===== config.mk =====
export PLATFORM = sky130hd
export DESIGN_NAME = mem_copy_dma
export DESIGN_NICKNAME = d
export VERILOG_FILES = /design/src/rtl/dma_pkg.sv /design/src/rtl/dma_addr_counter.sv /design/src/rtl/mem_copy_dma.sv
export SDC_FILE = /design/constraint.sdc
export NUM_CORES = 1
export LEC_CHECK = 0
export ABC_AREA = 1
export CELL_PAD_IN_SITES_DETAIL_PLACEMENT = 1
export CELL_PAD_IN_SITES_GLOBAL_PLACEMENT = 1
export CORE_UTILIZATION = 39
export CTS_BUF_LIST = sky130_fd_sc_hd__clkbuf_8
export DETAILED_ROUTE_END_ITERATION = 7
export GPL_TIMING_DRIVEN = 0
export MAX_ROUTING_LAYER = met4
export PLACE_DENSITY = 0.95
export SYNTH_ARGS = -nofsm -noshare
export SYNTH_HDL_FRONTEND = slang
export SYNTH_SLANG_ARGS = --single-unit
export TNS_END_PERCENT = 10

===== constraint.sdc =====
create_clock -name clk -period 4.3 [get_ports clk]
set_input_delay 0.86 -clock clk [delete_from_list [all_inputs] [get_ports clk]]
set_output_delay 0.86 -clock clk [all_outputs]
set_load 0.005 [all_outputs]

===== src/rtl/dma_pkg.sv =====
// Shared types and default widths for the memory-copy DMA.
package dma_pkg;

  typedef enum logic [1:0] {
    IDLE   = 2'd0,
    READ   = 2'd1,
    WRITE  = 2'd2,
    FINISH = 2'd3
  } dma_state_e;

  localparam int DEF_ADD_WIDTH  = 32;
  localparam int DEF_DATA_WIDTH = 32;
  localparam int DEF_LEN_WIDTH  = 16;

endpackage


===== src/rtl/dma_addr_counter.sv =====
// Loadable word-address register that increments by one, wrapping modulo 2^ADD_WIDTH.
module dma_addr_counter
  import dma_pkg::*;
#(
  parameter int ADD_WIDTH = DEF_ADD_WIDTH
) (
  input  logic                 clk,
  input  logic                 rst_n,
  input  logic                 load_i,
  input  logic [ADD_WIDTH-1:0] load_val_i,
  input  logic                 inc_i,
  output logic [ADD_WIDTH-1:0] addr_o
);

  logic [ADD_WIDTH-1:0] addr_q, addr_d;

  always_comb begin
    addr_d = addr_q;
    if (load_i) begin
      addr_d = load_val_i;
    end else if (inc_i) begin
      addr_d = addr_q + ADD_WIDTH'(1);
    end
  end

  always_ff @(posedge clk or negedge rst_n) begin
    if (!rst_n) begin
      addr_q <= '0;
    end else begin
      addr_q <= addr_d;
    end
  end

  assign addr_o = addr_q;

endmodule


===== src/rtl/mem_copy_dma.sv =====
// Word-by-word memory copy engine: one READ and one WRITE cycle per word.
// Optional running checksum of copied words when DMA_CHECKSUM_EN is defined.
module mem_copy_dma
  import dma_pkg::*;
#(
  parameter int ADD_WIDTH  = DEF_ADD_WIDTH,
  parameter int DATA_WIDTH = DEF_DATA_WIDTH,
  parameter int LEN_WIDTH  = DEF_LEN_WIDTH
) (
  input  logic                  clk,
  input  logic                  rst_n,
  input  logic                  start,
  input  logic [ADD_WIDTH-1:0]  src_addr,
  input  logic [ADD_WIDTH-1:0]  dst_addr,
  input  logic [LEN_WIDTH-1:0]  len,
  output logic                  busy,
  output logic                  done,
  output logic [ADD_WIDTH-1:0]  A,
  output logic                  WE,
  output logic [DATA_WIDTH-1:0] WD,
`ifdef DMA_CHECKSUM_EN
  output logic [DATA_WIDTH-1:0] checksum,
`endif
  input  logic [DATA_WIDTH-1:0] RD
);

  dma_state_e            state_q, state_d;
  logic [LEN_WIDTH-1:0]  cnt_q, cnt_d;
  logic [DATA_WIDTH-1:0] buf_q, buf_d;
  logic                  addr_load;
  logic                  addr_inc;
  logic [ADD_WIDTH-1:0]  src_cur;
  logic [ADD_WIDTH-1:0]  dst_cur;

  dma_addr_counter #(.ADD_WIDTH(ADD_WIDTH)) u_src_cnt (
    .clk        (clk),
    .rst_n      (rst_n),
    .load_i     (addr_load),
    .load_val_i (src_addr),
    .inc_i      (addr_inc),
    .addr_o     (src_cur)
  );

  dma_addr_counter #(.ADD_WIDTH(ADD_WIDTH)) u_dst_cnt (
    .clk        (clk),
    .rst_n      (rst_n),
    .load_i     (addr_load),
    .load_val_i (dst_addr),
    .inc_i      (addr_inc),
    .addr_o     (dst_cur)
  );

  always_comb begin
    state_d   = state_q;
    cnt_d     = cnt_q;
    buf_d     = buf_q;
    addr_load = 1'b0;
    addr_inc  = 1'b0;
    A         = '0;
    WE        = 1'b0;
    WD        = '0;
    done      = 1'b0;
    case (state_q)
      IDLE: begin
        // Parameters are only captured here, so a start while busy is ignored.
        if (start) begin
          addr_load = 1'b1;
          cnt_d     = len;
          state_d   = (len != '0) ? READ : FINISH;
        end
      end
      READ: begin
        A       = src_cur;
        buf_d   = RD;
        state_d = WRITE;
      end
      WRITE: begin
        A        = dst_cur;
        WE       = 1'b1;
        WD       = buf_q;
        addr_inc = 1'b1;
        cnt_d    = cnt_q - LEN_WIDTH'(1);
        state_d  = (cnt_q != LEN_WIDTH'(1)) ? READ : FINISH;
      end
      FINISH: begin
        done    = 1'b1;
        state_d = IDLE;
      end
      default: state_d = IDLE;
    endcase
  end

  assign busy = (state_q != IDLE);

  always_ff @(posedge clk or negedge rst_n) begin
    if (!rst_n) begin
      state_q <= IDLE;
      cnt_q   <= '0;
      buf_q   <= '0;
    end else begin
      state_q <= state_d;
      cnt_q   <= cnt_d;
      buf_q   <= buf_d;
    end
  end

`ifdef DMA_CHECKSUM_EN
  logic [DATA_WIDTH-1:0] csum_q, csum_d;

  always_comb begin
    csum_d = csum_q;
    if (state_q == IDLE && start) begin
      csum_d = '0;
    end else if (state_q == READ) begin
      csum_d = csum_q + RD;
    end
  end

  always_ff @(posedge clk or negedge rst_n) begin
    if (!rst_n) begin
      csum_q <= '0;
    end else begin
      csum_q <= csum_d;
    end
  end

  assign checksum = csum_q;
`endif

endmodule


==> impl_metrics.env <==
export IMPL_status="finished clean"
export IMPL_post_route_util_pct=52.7
export IMPL_syn_instance_count=1314
export IMPL_ir_drop_v=0.000263
export IMPL_grt_setup_unrepaired="false"
export IMPL_grt_start_max_net_pins=83
export IMPL_tritoncts_clock_tree="built"
export IMPL_critPathArrivalTime_ns=3.31
export IMPL_start_kind="flip-flop"
export IMPL_wire_per_inst_um=20.2
export IMPL_dieWidth_um=145
export IMPL_globalplace_congestion=0.961
export IMPL_crit_path_frequent_cell="sky130_fd_sc_hd__clkbuf_1"
export IMPL_timing_critical_path_required_ns=3.44
export IMPL_grt_overflow=0
export IMPL_placementRows=52
export IMPL_worst_slew_pin_transition_ns=0.791
export IMPL_num_io_pins=182
export IMPL_synthDistinctLibCells=36
export IMPL_total_detailed_routing_wirelength_mm=36.4
export IMPL_finalHoldWorstSlack_ns=0.285
export IMPL_first_pass_iters=5
export IMPL_critical_path_cell_chain="inv_1, ha_1, clkbuf_1, clkbuf_1, nand2_1, a21oi_1, clkdlybuf4s50_1"
export IMPL_num_vias=9939
export IMPL_synth_warning_count=0
export IMPL_final_area_mm2=0.0106
export IMPL_antenna_left=0
export IMPL_clock_insertion_delay_worst_skew_ns=0.47
export IMPL_timing_final_crit_share_pct=96.9
export IMPL_synthToLayoutAreaGrowth_pct=32.4
export IMPL_critPathMaxFanout=10
export IMPL_critPathSlowestCell="sky130_fd_sc_hd__clkbuf_1"
export IMPL_worstHoldPathType="in2async"
export IMPL_maxCapViolations=0
export IMPL_via_count_of_the_first_global_routing_pass=10600
export IMPL_synthesis_area_per_instance_um2=6.11
export IMPL_post_layout_min_period_ns=4.17
export IMPL_ff2ff_setup_slack_ns=1.99
export IMPL_dp_hpwl_mm=27.3
export IMPL_layout_nets=1639
export IMPL_timing_hold_violations_final=0
export IMPL_die_area_mm2=0.0212
export IMPL_ctsHtreeMaxLevel=4
export IMPL_coreArea_mm2=0.0202
export IMPL_cts_root_to_sink_buffers=2
export IMPL_synth_seq_cells=114
export IMPL_clock_root_buffer="sky130_fd_sc_hd__clkbuf_8"
export IMPL_placedInstanceArea_mm2=0.0102
export IMPL_clock_skew_ns=0.0177
export IMPL_max_slew_margin_rel_pct=47.3
export IMPL_floorplan_initialDensity_pct=39.8
export IMPL_post_cts_repair_setup_buffers=0
export IMPL_number_of_buffers_added_by_the_clock_tree_synthesis_step=17
export IMPL_peak_per_stage_delay_on_the_critical_path_ns=0.57
export IMPL_detailedRoute_firstIterationViolations=640
export IMPL_post_route_drc_count=0
export IMPL_finalMaxSlewViolations=0
export IMPL_syn_num_nets=1438
export IMPL_power_static_leakage_nw=4.96
export IMPL_power_density_mw_per_mm2=696
export IMPL_cts_sinks=114
export IMPL_timing_critical_path_to_type="primary output"
export IMPL_gr_usage_all_layers_pct=35.9
export IMPL_number_of_antenna_violations_at_the_first_check_in_global_routing=0
export IMPL_finalSetupViolations=0
export IMPL_clk_transition_reported_paths_ns=0.08
export IMPL_mappedNetlistArea_mm2=0.00802
export IMPL_post_layout_total_power_mw=7.39
export IMPL_share_of_the_yosys_chip_area_belonging_to_registers_pct=35.6
export IMPL_drt_vias_per_instance=5.52
export IMPL_chipHeight_um=145
export IMPL_setup_worst_path_class="reg2out"
export IMPL_global_route_wire_length_before_repair_mm=56.9
export IMPL_drive_gt1_share_pct=5.56
export IMPL_max_freq_mhz=240
export IMPL_io_buffer_count=181
worst max-delay path, delay by kind of cell (launching register included):
family | cells | cell delay, ns
buffers and inverters | 4 | 1.76
flip-flops | 1 | 0.45
adder cells (fa/ha/maj) | 1 | 0.19
AO/OA/AOI/OAI | 1 | 0.25
AND/OR/NAND/NOR | 1 | 0.19
per-stage QoR:
| stage | cells | setup TNS, ns | setup WS, ns |
|---|---|---|---|
| 3_5_place_dp | 1766 | 0 | 0.684 |
| 4_1_cts | 1798 | 0 | 0.155 |
| 2_1_floorplan | 1314 | 0 | 1.92 |
| 3_3_place_gp | 1765 | -277.45 | -2.45 |
| 6_report | 1799 | 0 | 0.133 |
| 5_1_grt | 1798 | 0 | 0.0707 |
flip-flops by register name (all words and copies together) (netlist names):
name,count
buf_q,32
u_dst_cnt.addr_o,32
u_src_cnt.addr_o,32
cnt_q,16
state_q,2
kinds of logic after synthesis:
kind of cell,after synthesis,share of synthesized area [%]
simple gates,849,43.3
buf+inv,189,9.22
compound gates,152,10.4
flops,114,35.6
fa+ha+maj,9,1.40
xor+xnor,1,0.109
what timing repair did:
| item | in CTS | in global routing |
|---|---|---|
| endpoints found under the setup margin | 0 | 1 |
| gates resized for setup | 0 | 1 |
| hold buffers | 0 | 0 |
cell usage in the layout, fill, tap and decap left out, types with 2 or more instances in the layout:
cell type / synthesis / layout
sky130_fd_sc_hd__clkbuf_8: 0 / 17
sky130_fd_sc_hd__o2bb2ai_1: 2 / 2
sky130_fd_sc_hd__ha_1: 9 / 9
sky130_fd_sc_hd__clkbuf_1: 21 / 21
sky130_fd_sc_hd__o21ai_1: 7 / 7
sky130_fd_sc_hd__buf_1: 8 / 8
sky130_fd_sc_hd__o21ai_0: 50 / 50
sky130_fd_sc_hd__nor3_1: 11 / 11
sky130_fd_sc_hd__nand2_1: 536 / 536
sky130_fd_sc_hd__inv_6: 0 / 3
sky130_fd_sc_hd__clkdlybuf4s50_1: 0 / 180
sky130_fd_sc_hd__nor2_4: 6 / 6
sky130_fd_sc_hd__bufinv_16: 0 / 3
sky130_fd_sc_hd__nand3_1: 100 / 100
sky130_fd_sc_hd__dfrtp_1: 114 / 114
sky130_fd_sc_hd__nand4_1: 13 / 13
sky130_fd_sc_hd__a21oi_1: 61 / 61
sky130_fd_sc_hd__or2_2: 2 / 2
sky130_fd_sc_hd__nand2_2: 4 / 4
sky130_fd_sc_hd__a22oi_1: 3 / 3
sky130_fd_sc_hd__nor2_2: 11 / 11
sky130_fd_sc_hd__inv_1: 133 / 133
sky130_fd_sc_hd__o22ai_1: 16 / 16
sky130_fd_sc_hd__inv_2: 4 / 4
sky130_fd_sc_hd__clkinvlp_4: 0 / 4
sky130_fd_sc_hd__o21bai_1: 3 / 3
sky130_fd_sc_hd__o211ai_1: 5 / 5
sky130_fd_sc_hd__buf_2: 21 / 20
sky130_fd_sc_hd__clkinv_4: 0 / 3
sky130_fd_sc_hd__nor2_1: 158 / 158
sky130_fd_sc_hd__nand3b_1: 5 / 5
sky130_fd_sc_hd__clkinv_2: 0 / 2
metal layers:
metal,track usage [%],share of wire (%),vias up
li1,-,-,4539
met1,41.2,40,4820
met2,60.5,49,463
met3,6.65,6.9,117
met4,17.5,4.5,0
met5,-,0,-
area by class of cell:
cell class / count / area (um^2)
inverter: 138 / 518
antenna: 1 / 2.50
multi-input combinational: 1011 / 4430
clock inverter: 15 / 183
tap: 270 / 338
timing repair buffer: 182 / 1840
fill: 2738 / 9550
clock buffer: 17 / 234
buffer: 51 / 224
sequential: 114 / 2850
worst paths after layout:
path,end,depth (start not counted),start
worst max-delay path,A[0],7,state_q[1]
worst min-delay path,cnt_q[4],1,rst_n
max in group asynchronous,u_src_cnt.addr_o[30],2,rst_n
worst max register to register,u_src_cnt.addr_o[26],8,state_q[1]
worst min register to register,buf_q[15],2,buf_q[15]
min in group clk,buf_q[15],2,buf_q[15]
cells in the mapped netlist, drive strengths merged:
cell / number / share of area, %
nand2: 541 / 26
nor2: 175 / 9.1
inv: 137 / 6.4
dfrtp: 114 / 36
nand3: 100 / 6.2
a21oi: 61 / 3.8
o21ai: 57 / 3.6
buf: 30 / 1.8
clkbuf: 21 / 0.98
o22ai: 16 / 1.2
nand4: 13 / 1.0
nor3: 11 / 0.69
ha: 9 / 1.4
nand3b: 5 / 0.47
o211ai: 5 / 0.47
a22oi: 3 / 0.28
o21bai: 3 / 0.28
or2: 3 / 0.23
o2bb2ai: 2 / 0.22
a211oi: 1 / 0.094
a221oi: 1 / 0.11
a22o: 1 / 0.11
a31oi: 1 / 0.078
and2: 1 / 0.078
clkinv: 1 / 0.047
o221a: 1 / 0.14
xnor2: 1 / 0.11
where the power goes:
part	total, mW	leakage [nW]	switching, mW	internal [mW]
Combinational	4.03	3.39	2.63	1.40
Sequential	2.24	1.37	0.663	1.58
Clock	1.12	0.199	0.544	0.577
(Power assumes the default switching activity.)
